===== src/rtl/cpu_sequencer.sv =====
// -----------------------------------------------------------------------------
// cpu_sequencer
//
// Instruction sequencer for the 5-bit CPU. Fetches an 8-bit instruction into
// the instruction register, then walks a phase FSM that drives the program
// counter (increment / load), the address mux, memory read/write requests and
// the accumulator load strobe. Every memory phase waits on mem_ready.
//
// Ports:
//   clk        in   system clock, all state on rising edge
//   rst        in   asynchronous, active-high reset
//   mem_rdata  in   [7:0] memory read data, {opcode[7:5], operand[4:0]}
//   mem_ready  in   memory phase completes this cycle
//   acc_zero   in   accumulator == 0 (used only for SKZ)
//   resume     in   leave HALT
//   pc_enable  out  increment the program counter
//   pc_load    out  load the program counter from pc_data
//   pc_data    out  [4:0] counter load value (always the IR operand)
//   addr_sel   out  address mux select: 0 = PC, 1 = IR operand
//   mem_rd     out  memory read request
//   mem_wr     out  memory write request (accumulator -> memory)
//   load_acc   out  accumulator captures ALU result
//   ir_opcode  out  [2:0] IR[7:5]
//   ir_operand out  [4:0] IR[4:0]
//   halted     out  FSM is in HALT
// -----------------------------------------------------------------------------
module cpu_sequencer (
    input  logic       clk,
    input  logic       rst,
    input  logic [7:0] mem_rdata,
    input  logic       mem_ready,
    input  logic       acc_zero,
    input  logic       resume,
    output logic       pc_enable,
    output logic       pc_load,
    output logic [4:0] pc_data,
    output logic       addr_sel,
    output logic       mem_rd,
    output logic       mem_wr,
    output logic       load_acc,
    output logic [2:0] ir_opcode,
    output logic [4:0] ir_operand,
    output logic       halted
);

    typedef enum logic [2:0] {
        S_IADDR  = 3'd0,
        S_IFETCH = 3'd1,
        S_DECODE = 3'd2,
        S_OADDR  = 3'd3,
        S_OFETCH = 3'd4,
        S_STORE  = 3'd5,
        S_HALT   = 3'd6
    } state_t;

    localparam logic [2:0] OP_HLT = 3'd0;
    localparam logic [2:0] OP_SKZ = 3'd1;
    localparam logic [2:0] OP_ADD = 3'd2;
    localparam logic [2:0] OP_AND = 3'd3;
    localparam logic [2:0] OP_XOR = 3'd4;
    localparam logic [2:0] OP_LDA = 3'd5;
    localparam logic [2:0] OP_STO = 3'd6;
    localparam logic [2:0] OP_JMP = 3'd7;

    state_t     state_r;
    logic [7:0] ir_r;

    // Opcodes that read an operand from memory and load the accumulator.
    function automatic logic is_alu_op(input logic [2:0] op);
        return (op == OP_ADD) || (op == OP_AND) || (op == OP_XOR) || (op == OP_LDA);
    endfunction

    // Phase state and instruction register; IR only changes on an accepted fetch.
    always_ff @(posedge clk or posedge rst) begin
        if (rst) begin
            state_r <= S_IADDR;
            ir_r    <= 8'h00;
        end else begin
            case (state_r)
                S_IADDR:  state_r <= S_IFETCH;
                S_IFETCH: begin
                    if (mem_ready) begin
                        ir_r    <= mem_rdata;
                        state_r <= S_DECODE;
                    end
                end
                S_DECODE: state_r <= (ir_r[7:5] == OP_HLT) ? S_HALT : S_OADDR;
                S_OADDR: begin
                    if (is_alu_op(ir_r[7:5])) begin
                        state_r <= S_OFETCH;
                    end else if (ir_r[7:5] == OP_STO) begin
                        state_r <= S_STORE;
                    end else begin
                        // SKZ and JMP finish here; HLT cannot reach this state.
                        state_r <= S_IADDR;
                    end
                end
                S_OFETCH: if (mem_ready) state_r <= S_IADDR;
                S_STORE:  if (mem_ready) state_r <= S_IADDR;
                S_HALT:   if (resume) state_r <= S_IADDR;
                default:  state_r <= S_IADDR;
            endcase
        end
    end

    // Strobe decode. load_acc and the SKZ increment must follow mem_ready and
    // acc_zero in the same cycle, so strobes are decoded from the registered
    // state and IR rather than delayed through another flop. IADDR decodes to
    // all zeros, which gives zero outputs as soon as reset asserts.
    always_comb begin
        pc_enable = 1'b0;
        pc_load   = 1'b0;
        addr_sel  = 1'b0;
        mem_rd    = 1'b0;
        mem_wr    = 1'b0;
        load_acc  = 1'b0;
        halted    = 1'b0;
        case (state_r)
            S_IADDR:  addr_sel = 1'b0;
            S_IFETCH: mem_rd = 1'b1;
            S_DECODE: pc_enable = 1'b1;
            S_OADDR: begin
                addr_sel = 1'b1;
                if (ir_r[7:5] == OP_SKZ) begin
                    pc_enable = acc_zero;
                end else if (ir_r[7:5] == OP_JMP) begin
                    pc_load = 1'b1;
                end else begin
                    pc_enable = 1'b0;
                end
            end
            S_OFETCH: begin
                addr_sel = 1'b1;
                mem_rd   = 1'b1;
                load_acc = mem_ready;
            end
            S_STORE: begin
                addr_sel = 1'b1;
                mem_wr   = 1'b1;
            end
            S_HALT:   halted = 1'b1;
            default:  halted = 1'b0;
        endcase
    end

    assign ir_opcode  = ir_r[7:5];
    assign ir_operand = ir_r[4:0];
    assign pc_data    = ir_r[4:0];

endmodule

===== config.mk =====
export PLATFORM = sky130hd
export DESIGN_NAME = cpu_sequencer
export DESIGN_NICKNAME = d
export VERILOG_FILES = /design/src/rtl/cpu_sequencer.sv
export SDC_FILE = /design/constraint.sdc
export NUM_CORES = 1
export LEC_CHECK = 0
export ABC_CLOCK_PERIOD_IN_PS = 2500
export CORE_UTILIZATION = 30
export CTS_CLUSTER_SIZE = 12
export DETAILED_ROUTE_END_ITERATION = 10
export PLACE_DENSITY = 0.75
export SYNTH_ARGS = -nofsm -noshare
export SYNTH_HDL_FRONTEND = slang
export SYNTH_SLANG_ARGS = --single-unit

===== constraint.sdc =====
create_clock -name clk -period 2.5 [get_ports clk]
set_input_delay 0.75 -clock clk [delete_from_list [all_inputs] [get_ports clk]]
set_output_delay 0.75 -clock clk [all_outputs]
set_load 0.01 [all_outputs]

==> results.md, run 1 <==
* Top cells by area, synth: dfrtp_1, mux2_2, buf_4, nand3b_1, nor2_1
* Die area at 2290 µm²
* CTS buffer count at 3
* Placer Congestion at 0.898
* Maximum Capacitance Violations at 0
* Post-Syn Instances at 60
* Drt initial violations at 3
* Final setup viols at 0
* Syn Area/Cell at 10.5 µm²
* Critical path arrival at 1.70 ns
* Clock sinks at 11
* Hold endpoint: ir_r[2]$_DFFE_PP0P_
* Synth warnings at 0
* Final min period at 2.45 ns
* Initial antenna violation count at 0
* Via density at 4.45
* I/O Pins at 33
* DRT Pass-1 Iters at 4
* CP peak stage delay at 0.46 ns
* Worst-path fanout max at 1
* Outcome: finished clean
* Drt drc at 0
* Seq/Total Area, Yosys at 0.437
* Slew headroom at 0.730
* H-tree depth at 1
* Total grt overflow at 0
* Fin nets at 106
* Clock Tree Buf Depth at 2
* Fin crit share at 0.979
* DP Wirelength at 1080 µm
* Vias in the first global route at 517
* Wire per inst at 11.0 µm
* Routed Antenna Nets at 0
* Register-to-Register Path Depth at 4
* Area Growth Syn to Fin at 55.4%
* Multi-input gate area in the final layout at 283 µm²
* Core ar. at 1960 µm²
* Final Hold Viols at 0
* Site Rows at 16
* Max Transition Viols Final at 0
* Critical Path RT at 1.75 ns
* Hold depth at 1
* Hold wc startpoint: ir_r[2]$_DFFE_PP0P_
* Register area at 277 µm²
* CTS tree: done
* First-pass GRT wire length at 2110 µm
* Pin slew with the least headroom to its limit at 0.404 ns
* Setup crit start kind: primary input
* Fin util at 0.499
* WS Path Type: primary input to primary output
* Area leader, netlist: dfrtp_1
* Comb power frac at 0.609
* Clk_skew at 0.00280 ns
* I/O Buffers at 32
* Switching pwr at 428 µW
* N_diodes at 0
* Power per Cell Area at 1230 nW/µm²
* Total power at 1.20 mW
* R2r startpoint: state_r[1]$_DFFE_PP0P_
* Max frequency at 409 MHz
* Commonest non-fill, non-tap cells in the layout: clkdlybuf4s50_1, dfrtp_1, mux2_2
* Reg2reg end: ir_r[2]$_DFFE_PP0P_
* Yosys top cell area share at 0.437
* CP cell instances: clkdlybuf4s50_1, nand3_1, a21oi_1, clkdlybuf4s15_1
* Hold WC Path Type: flop to flop
* Commonest non-fill, non-tap cell in the layout: clkdlybuf4s50_1
* Synthesized flop and latch total at 11
* GRT Total Usage at 0.131
* Static Leak at 0.401 nW
* Int Pwr at 774 µW
* Worst vdd ir at 551 µV
* Routed via count at 530
* Largest net degree at the start of global routing at 12
* Clock power frac at 0.093
* Clk_lat worst skew at 0.25 ns
* Clk pin slew, worst setup/hold paths at 0.06 ns
* Root buf cell: clkbuf_4
* Number of fill cells in the layout at 191
* CP max stage cell: clkdlybuf4s50_1
* Flop-to-flop setup slack at 1.00 ns
* Initial Utilization at 0.321
* Die Span Y at 47.8 µm
* Number of distinct library cells after synthesis at 22
* Register share of total power at 0.298
* Net Sw Frac at 0.356
* Crit end category: primary output
* Share of post-route cells with drive strength above 1 at 0.217
* Total Routed Length at 1310 µm
* Die width at 47.8 µm
* Post-synthesis net count at 73
* Netlist Area Pre-Place at 631 µm²
* RSZ-0062 raised after global routing: no
-- cell type report --
class                           instances  area share
Clock buffer                            4      0.0268
Inverter                                3      0.0115
Multi-Input combinational cell         38       0.289
Sequential cell                        11       0.282
Tap cell                               27      0.0345
Timing Repair Buffer                   36       0.356
-- stage by stage --
stage          instance area [µm²]  hold WS, ns  setup TNS [ns]  setup slack (ns)  instances
2_1_floorplan                  631        0.573               0             0.668         60
3_3_place_gp                   953        0.516          -0.393            -0.200        115
3_5_place_dp                   953        0.524          -0.496            -0.257        115
4_1_cts                        977        0.540               0            0.0120        119
5_1_grt                        980        0.556               0           0.00134        119
6_report                       980        0.537               0            0.0536        119
-- metal layers --
layer | track usage | vias to the layer above | share of wire
met1 | 0.176 | 241 | 0.43
met2 | 0.203 | 24 | 0.48
met5 | 0 | - | 0
met4 | 0.0500 | 0 | 0
li1 | - | 265 | -
met3 | 0.0302 | 0 | 0.083
-- cell families (layout without fill, tap and decap cells) --
group,count (synthesis),after routing,synth area share
compound gates,7,7,0.0873
xor+xnor,1,1,0.0139
buf+inv,11,43,0.115
flops,11,11,0.437
mux,8,8,0.143
simple gates,22,22,0.204
-- flip-flops by register name, summed over array words and instances, names as in the netlist --
name     flops
state_r      3
ir_r         8
-- synthesized netlist by cell type --
cell type	n
o211ai_2	1
nand3b_1	3
nor2_4	1
nor3b_1	2
nor3_1	2
or2b_1	2
buf_6	1
nand3_1	2
buf_2	1
inv_1	3
a311o_1	1
dfrtp_1	11
buf_4	6
mux2_2	8
nand2_1	3
or4_4	1
o21ai_0	2
xnor2_1	1
nor2_1	6
a21o_2	1
a21oi_1	1
a22o_1	1
-- power by group through the flow --
stage          Combinational, mW  Clock (mW)  Sequential (mW)
6_report                   0.732       0.112            0.358
2_1_floorplan              0.418           0            0.367
4_1_cts                    0.741       0.121            0.358
5_1_grt                    0.794       0.129            0.372
3_5_place_dp               0.744           0            0.360
3_3_place_gp               0.732           0            0.355
-- worst max path at each step --
stage | start | to | slack (ns) | cells past startpoint
3_3_place_gp | acc_zero | pc_enable | -0.20 | 4
6_report | acc_zero | pc_enable | 0.05 | 4
2_1_floorplan | state_r[1]$_DFFE_PP0P_ | load_acc | 0.67 | 3
5_1_grt | acc_zero | pc_enable | 0.001 | 4
3_5_place_dp | acc_zero | pc_enable | -0.26 | 4
4_1_cts | acc_zero | pc_enable | 0.01 | 4
-- worst max-delay path, delay by kind of cell --
family	cells	cell delay [ns]
AND/OR/NAND/NOR	1	0.07
buffers and inverters	2	0.72
AO/OA/AOI/OAI	1	0.16
-- repair_timing --
action	in CTS	in global routing
hold buffers	0	0
resized for setup	2	2
setup endpoints to repair	2	2
buffers inserted	0	0
(Power assumes the default switching activity.)
==> run 2: changes to the inputs <==
--- a/config.mk
+++ b/config.mk
@@ -6,6 +6,7 @@
 export NUM_CORES = 1
 export LEC_CHECK = 0
 export ABC_CLOCK_PERIOD_IN_PS = 2500
+export CORE_ASPECT_RATIO = 1.1
 export CORE_UTILIZATION = 30
 export CTS_CLUSTER_SIZE = 12
 export DETAILED_ROUTE_END_ITERATION = 10
==> run 2 against run 1 <==
  * First-iteration DRC count is 100% higher
  * Critical path depth shrank 1
  * Clock power grew 7%
  * Routed wire length grew 2.3%
  * Count of clock-buffer cells in the layout stayed put
==> results.md, run 2 (synthesized netlist as in run 1, its figures left out) <==
* Pin slew with the least headroom to its limit at 0.422 ns
* Placer Congestion at 0.723
* N_diodes at 0
* Outcome: finished clean
* I/O Buffers at 32
* WHS at 0.543 ns
* Top reg by flops: ir_r
* Initial Utilization at 0.315
* DRT Pass-1 Iters at 5
* Routed Antenna Nets at 0
* Critical path arrival at 1.68 ns
* Worst-path fanout max at 9
* CTS buffer count at 3
* First-pass GRT wire length at 2280 µm
* H-tree depth at 1
* Fin crit share at 0.973
* Number of fill cells in the layout at 207
* Drt initial violations at 6
* Placed inst area at 947 µm²
* Clk_skew at 0.00315 ns
* Die width at 45.7 µm
* Die Span Y at 50.1 µm
* Static Leak at 0.400 nW
* Largest register FFs at 8
* Fin util at 0.489
* Wire per inst at 11.3 µm
* Largest net degree at the start of global routing at 12
* Critical Path RT at 1.75 ns
* Post-CTS Setup Inserts at 0
* Commonest non-fill, non-tap cell in the layout: clkdlybuf4s50_1
* Clock sinks at 11
* Worst vdd ir at 633 µV
* DP Wirelength at 1030 µm
* GRT Total Usage at 0.136
* Hold WC Path Type: flop to flop
* Fin area at 977 µm²
* Die area at 2290 µm²
* Setup ws final at 0.0676 ns
* Fin nets at 105
* Register area at 277 µm²
* Post-Place Worst Slack at -0.237 ns
* Area Growth Syn to Fin at 55.0%
* Maximum Capacitance Violations at 0
* Vias in the first global route at 532
* Root buf cell: clkbuf_4
* Clock Tree Buf Depth at 2
* Biggest regs: ir_r (8), state_r (3)
* Drt drc at 0
* Multi-input gate area in the final layout at 288 µm²
* I/O Pins at 33
* Site Rows at 17
* Final setup viols at 0
* Via density at 4.50
* Crit end category: primary output
* Max Transition Viols Final at 0
* Commonest non-fill, non-tap cells in the layout: clkdlybuf4s50_1, dfrtp_1, mux2_2
* CTS tree: done
* Final Hold Viols at 0
* Slew headroom at 0.718
* RSZ-0062 raised after global routing: no
* Clk pin slew, worst setup/hold paths at 0.07 ns
* Final min period at 2.43 ns
* Total grt overflow at 0
* Share of post-route cells with drive strength above 1 at 0.220
* Initial antenna violation count at 0
* WS Path Type: flop to primary output
* Setup TNS at 0 ns
* Setup crit start kind: flop
* Max frequency at 411 MHz
* Hold Buf Count CTS at 0
* Routed via count at 536
* Power per Cell Area at 1220 nW/µm²
* Clk_lat worst skew at 0.26 ns
* Core ar. at 2000 µm²
* Total Routed Length at 1340 µm
==> run 2: changes by cell type in the layout (fill, tap and decap cells not counted), sizes merged <==
cell           delta
clkdlybuf4s15     -1
buf               -1
dlygate4sd2       +1
==> run 2: repair_timing <==
action                                  CTS  global route
endpoints found under the hold margin     0             0
endpoints found under the setup margin    2             2
pin swaps                                 0             0
resized for setup                         2             2
cloned                                    0             0
==> run 2: worst paths after layout <==
check | start | to | slack, ns | cells past startpoint
worst max-delay path | state_r[0]$_DFFE_PP0P_ | halted | 0.07 | 3
worst min-delay path | ir_r[2]$_DFFE_PP0P_ | ir_r[2]$_DFFE_PP0P_ | 0.54 | 1
worst max register to register | state_r[1]$_DFFE_PP0P_ | ir_r[6]$_DFFE_PP0P_ | 1.12 | 3
worst min register to register | ir_r[2]$_DFFE_PP0P_ | ir_r[2]$_DFFE_PP0P_ | 0.54 | 1
max in group asynchronous | rst | state_r[0]$_DFFE_PP0P_ | 1.41 | 2
min in group asynchronous | rst | ir_r[3]$_DFFE_PP0P_ | 0.77 | 2
==> run 2: metal layers <==
| layer | global-route usage | vias up | wire (µm) | part of all wire |
|---|---|---|---|---|
| met5 | 0 | - | 0 | 0 |
| met4 | 0.0735 | 0 | 0 | 0 |
| met3 | 0.0293 | 0 | 126 | 0.094 |
| met2 | 0.217 | 29 | 643 | 0.48 |
| met1 | 0.166 | 244 | 571 | 0.43 |
| li1 | - | 263 | - | - |
==> run 2: where the power goes <==
| group | total, mW | switching [mW] | internal, mW |
|---|---|---|---|
| clock | 0.120 | 0.0579 | 0.0617 |
| combinational | 0.704 | 0.273 | 0.431 |
| sequential | 0.373 | 0.104 | 0.270 |
==> run 2: area by class of cell <==
class / count / area share
repair buffers: 35 / 0.348
flip-flops and latches: 11 / 0.283
multi-input cells: 38 / 0.294
clock buffers: 4 / 0.0269
inverters: 3 / 0.0115
well taps: 28 / 0.0359
==> run 2: stage by stage <==
step / power [mW] / std cells
CTS: 1.21 / 119
global placement: 1.07 / 115
detailed placement: 1.09 / 115
floorplan: 0.785 / 60
global route: 1.29 / 119
finish: 1.20 / 119
==> run 2: critical path, stage by stage (launching register included) <==
cell and delay, ns:
dfrtp_2 0.47, or2b_1 0.28, nor2_1 0.12, clkdlybuf4s50_1 0.54
==> run 3: changes to the inputs <==
--- a/config.mk
+++ b/config.mk
@@ -6,8 +6,8 @@
 export NUM_CORES = 1
 export LEC_CHECK = 0
 export ABC_CLOCK_PERIOD_IN_PS = 2500
-export CORE_ASPECT_RATIO = 1.1
 export CORE_UTILIZATION = 30
+export CTS_CLUSTER_DIAMETER = 200
 export CTS_CLUSTER_SIZE = 12
 export DETAILED_ROUTE_END_ITERATION = 10
 export PLACE_DENSITY = 0.75
==> results of run 3 <==
Same layout as run 1: the final DEF is identical, and so are final timing and power.
==> RTL change 1 (config.mk and constraints of run 3) <==
Re-encode `state_t` (7 states) as one-hot, 7 bits wide.
--- a/src/rtl/cpu_sequencer.sv
+++ b/src/rtl/cpu_sequencer.sv
@@ -43,14 +43,14 @@
     output logic       halted
 );
 
-    typedef enum logic [2:0] {
-        S_IADDR  = 3'd0,
-        S_IFETCH = 3'd1,
-        S_DECODE = 3'd2,
-        S_OADDR  = 3'd3,
-        S_OFETCH = 3'd4,
-        S_STORE  = 3'd5,
-        S_HALT   = 3'd6
+    typedef enum logic [6:0] {
+        S_IADDR  = 7'b0000001,
+        S_IFETCH = 7'b0000010,
+        S_DECODE = 7'b0000100,
+        S_OADDR  = 7'b0001000,
+        S_OFETCH = 7'b0010000,
+        S_STORE  = 7'b0100000,
+        S_HALT   = 7'b1000000
     } state_t;
 
     localparam logic [2:0] OP_HLT = 3'd0;
Check against the original RTL: no difference found for any inputs over 10 cycles, from zero or initial values and one cycle with rst high; not proved beyond that.
==> RTL change 1 against run 3 <==
  * Worst hold slack gained 0.0061 ns
  * Wire length increased by 42%
  * Clock skew grew 0.0053 ns
  * Register-to-register slack worse by 0.14 ns
  * Largest cell class is now multi-input combinational cells
  * Global-route usage increased by 0.058 points
  * Synthesized area up 39%
  * Critical path depth is the same
  * Cell area up 27%
  * Critical path type unchanged
  * Setup slack gained 0.026 ns
  * Largest power group unchanged
  * Sequential power increased by 23%
  * Sequential cell count is 4 higher
  * Die area increased by 38%
  * Power grew 6.0%
==> RTL change 1: results (changes against run 3) <==
drive_gt1_share_pct: 23.3  # +1.6 points
grt_pass1_wl_mm: 3.32  # +57%
place_area_um2: 1220  # +28%
dp_slack_ns: -0.278  # -0.0207 ns
synth_xor_area_share_pct: 3.98  # +2.6 points
vias_per_cell: 5.11  # +15%
seq_area_frac_synth_pct: 42.8  # -0.83 points
use_met3_pct: 2.33  # -0.69 points
insertion_delay_ns: 0.28  # +0.03 ns
syn_nets: 100  # +37%
cts.repair.resized: 10  # +8
grt.met1_usage_pct: 17.0  # -0.61 points
r2r_slack_ns: 0.86  # -0.14 ns
r2r_cells: 6  # +2
grt_usage_pct: 13.1  # +0.058 points
top_regs: "ir_r x8, state_r x7"
post_drt_wl_per_cell_um: 12.3  # +12%
synth_compound_area_share_pct: 8.39  # -0.34 points
cp_max_fo: 2  # +1
cpMaxStageDelayCell: "clkdlybuf4s50_1"
route.met2.wl_um: 887  # +40%
syn_area_per_cell_um2: 10.1  # -3.8%
whs_ns: 0.543  # +0.00614 ns
power.density_nw_per_um2: 1030  # -16%
r2r_start: "state_r[5]"
crit_end: "load_acc"
insertedDiodeCount: 0  # unchanged
status: "finished, final reports clean"
final_nets: 134  # +26%
muxShareOfSynthArea_pct: 11.4  # -2.9 points
seq-power_uw: 439  # +23%
initialDrtViolationCount: 14  # +11
max-vdd-ir-drop_mv: 0.702  # +27%
synth_cell_type_count: 30  # +36%
arrival_ns: 1.67  # -0.03 ns
critical_path.startpoint: "mem_ready"
grtUsageMet2_pct: 21.6  # +1.3 points
pg_comb_uw: 702  # -4.1%
place_congestion: 0.797  # -11%
synthTopCellsByCount: "dfrtp_1, mux2_2, nor2_1, nor3_1"
grt_pass1_vias: 741  # +43%
maxSlewHeadroom_pct: 63.2  # -9.9 points
fillerInstances: 254  # +33%
leakagePower_nw: 0.542  # +35%
p_int_uw: 801  # +3.5%
drt-met1-wl_um: 783  # +38%
finClkSkew_ns: 0.00808  # +0.00528 ns
==> RTL change 1: changes by cell type in the layout (fill, tap and decap cells not counted), moves of 2 or more <==
| cell | before | now |
|---|---|---|
| buf_4 | 4 | 7 |
| nor3_1 | 2 | 7 |
| o21ai_0 | 2 | 5 |
| or2b_1 | 2 | 0 |
| clkdlybuf4s50_1 | 30 | 25 |
| clkbuf_2 | 0 | 2 |
| nor4b_1 | 0 | 2 |
| dfrtp_1 | 10 | 13 |
| dlygate4sd2_1 | 1 | 5 |
| xor2_1 | 0 | 4 |
| nand4_1 | 0 | 2 |
==> RTL change 1: cell type report <==
class / instances / area [µm²] / share of cell area [%]
well taps: 31 / 38.8 / 3.13
multi-input cells: 59 / 430 / 34.7
inverters: 3 / 11.3 / 0.907
repair buffers: 39 / 357 / 28.7
clock buffers: 4 / 26.3 / 2.12
flip-flops and latches: 15 / 378 / 30.4
==> RTL change 2 (config.mk and constraints of run 3) <==
Made on the original files. Reset style: synchronous (`rst`), changed in one clocked block. Comments in the files are not updated.
--- a/src/rtl/cpu_sequencer.sv
+++ b/src/rtl/cpu_sequencer.sv
@@ -71,7 +71,7 @@
     endfunction
 
     // Phase state and instruction register; IR only changes on an accepted fetch.
-    always_ff @(posedge clk or posedge rst) begin
+    always_ff @(posedge clk) begin
         if (rst) begin
             state_r <= S_IADDR;
             ir_r    <= 8'h00;
Check against the original RTL: differs if rst is asserted again (counterexample within 4 cycles, from zero or initial values and one cycle with rst high); with rst held inactive, the same outputs for 10 cycles.
==> RTL change 2 against run 3 <==
  * Synthesized area shrank 0.20%
  * Cell area shrank 5.1%
  * Sequential cell count is the same
  * Worst hold slack lost 0.015 ns
  * Cell count grew 5.9%
  * Wire length grew 3.7%
  * Count of clock-buffer cells in the layout is the same
  * Setup slack gained 0.017 ns
  * Critical path depth shrank 1
  * Register-to-register slack gained 0.25 ns
Power is not compared: it rests on default switching activity, and its combinational part moved more than twofold at a synthesized area within 25%.
==> RTL change 2: results (changes against run 3) <==
synthArstFlopShare_pct: 0  # -100 points
fin_cells: 126  # +5.9%
grt_pass1_vias: 486  # -6.0%
synth_area_leaders: "dfxtp_1, mux2i_1, nor2_1, buf_6, buf_4"
setup_violations: 0  # unchanged
synthFlopType: "dfxtp_1"
synth_cell_type_count: 24  # +9.1%
arrival_ns: 1.68  # -0.02 ns
seq_area_frac_synth_pct: 35.0  # -8.7 points
dp_cells: 122  # +6.1%
initialDrtViolationCount: 6  # +3
syn_nets: 84  # +15%
firstDrtPassIters: 3  # -1
place_area_um2: 907  # -4.9%
cp_top_family: "buffers and inverters"
grt_pass1_wl_mm: 1.97  # -6.5%
dp_slack_ns: -0.344  # -0.0871 ns
root_buffer: "clkbuf_4"
maxSlewHeadroom_pct: 74.7  # +1.6 points
place_congestion: 0.674  # -25%
drive_gt1_share_pct: 10.1  # -12 points
dp_hpwl_mm: 1.04  # -2.9%
num_vias: 566  # +6.8%
finClkSkew_ns: 0.00502  # +0.00223 ns
grt_usage_pct: 12.3  # -0.71 points
fillerInstances: 202  # +5.8%
synth_compound_area_share_pct: 11.1  # +2.4 points
syn_inst: 71  # +18%
status: "finished, final reports clean"
synth_xor_area_share_pct: 0  # -1.4 points
muxShareOfSynthArea_pct: 14.3  # +0.028 points
synthTopCellsByCount: "nor2_1, dfxtp_1, mux2i_1"
-- RTL change 2: worst register-to-register path, stage by stage (launching register included) --
cell	delay (ns)
dfxtp_1	0.39
and4bb_1	0.28
buf_4	0.19
mux2i_1	0.22
nor2_1	0.05
-- RTL change 2: report_power, final --
part	internal [mW]	total [mW]	leakage, nW	switching (mW)
registers	0.190	0.211	0.0905	0.0207
clock network	0.0616	0.116	0.0150	0.0542
logic	0.0878	0.145	0.242	0.0570
total	0.340	0.471	0.348	0.132
-- RTL change 2: timing repair --
action	4_1_cts	5_1_grt
setup endpoints to repair	2	3
gates resized for setup	5	2
hold buffers	0	0
-- RTL change 2: metal layers --
| layer | share of wire (%) | wire length [µm] | global-route usage, % |
|---|---|---|---|
| met1 | 45 | 606 | 15.2 |
| met2 | 52 | 700 | 20.3 |
| met3 | 3.8 | 52 | 4.53 |
| met4 | 0 | 0 | 3.33 |
| met5 | 0 | 0 | 0 |
-- RTL change 2: path summary, 6_finish.rpt --
kind	startpoint	end	slack (ns)	depth (start not counted)
worst min register to register	ir_r[0]	ir_r[0]	0.52	2
worst max-delay path	mem_ready	load_acc	0.07	3
worst max register to register	state_r[1]	ir_r[1]	1.25	4
worst min-delay path	ir_r[0]	ir_r[0]	0.52	2
-- RTL change 2: metrics by stage --
stage | setup TNS [ns] | utilization (%)
after floorplan | 0 | -
after global placement | -0.556 | 46.2
after detailed placement | -0.556 | 46.2
after CTS | 0 | 47.3
after global routing | 0 | 47.4
final | 0 | 47.4
-- RTL change 2: final cells by class --
cell class | instances | area share (%)
sequential | 11 | 24.0
clock buffer | 4 | 2.83
multi-input combinational | 47 | 33.0
inverter | 3 | 1.21
tap | 27 | 3.63
timing repair buffer | 34 | 35.4
-- RTL change 2: cells by family after synthesis --
group | Yosys count
AND/OR/NAND/NOR | 28
buffers and inverters | 13
flip-flops | 11
AO/OA/AOI/OAI | 10
multiplexers | 9
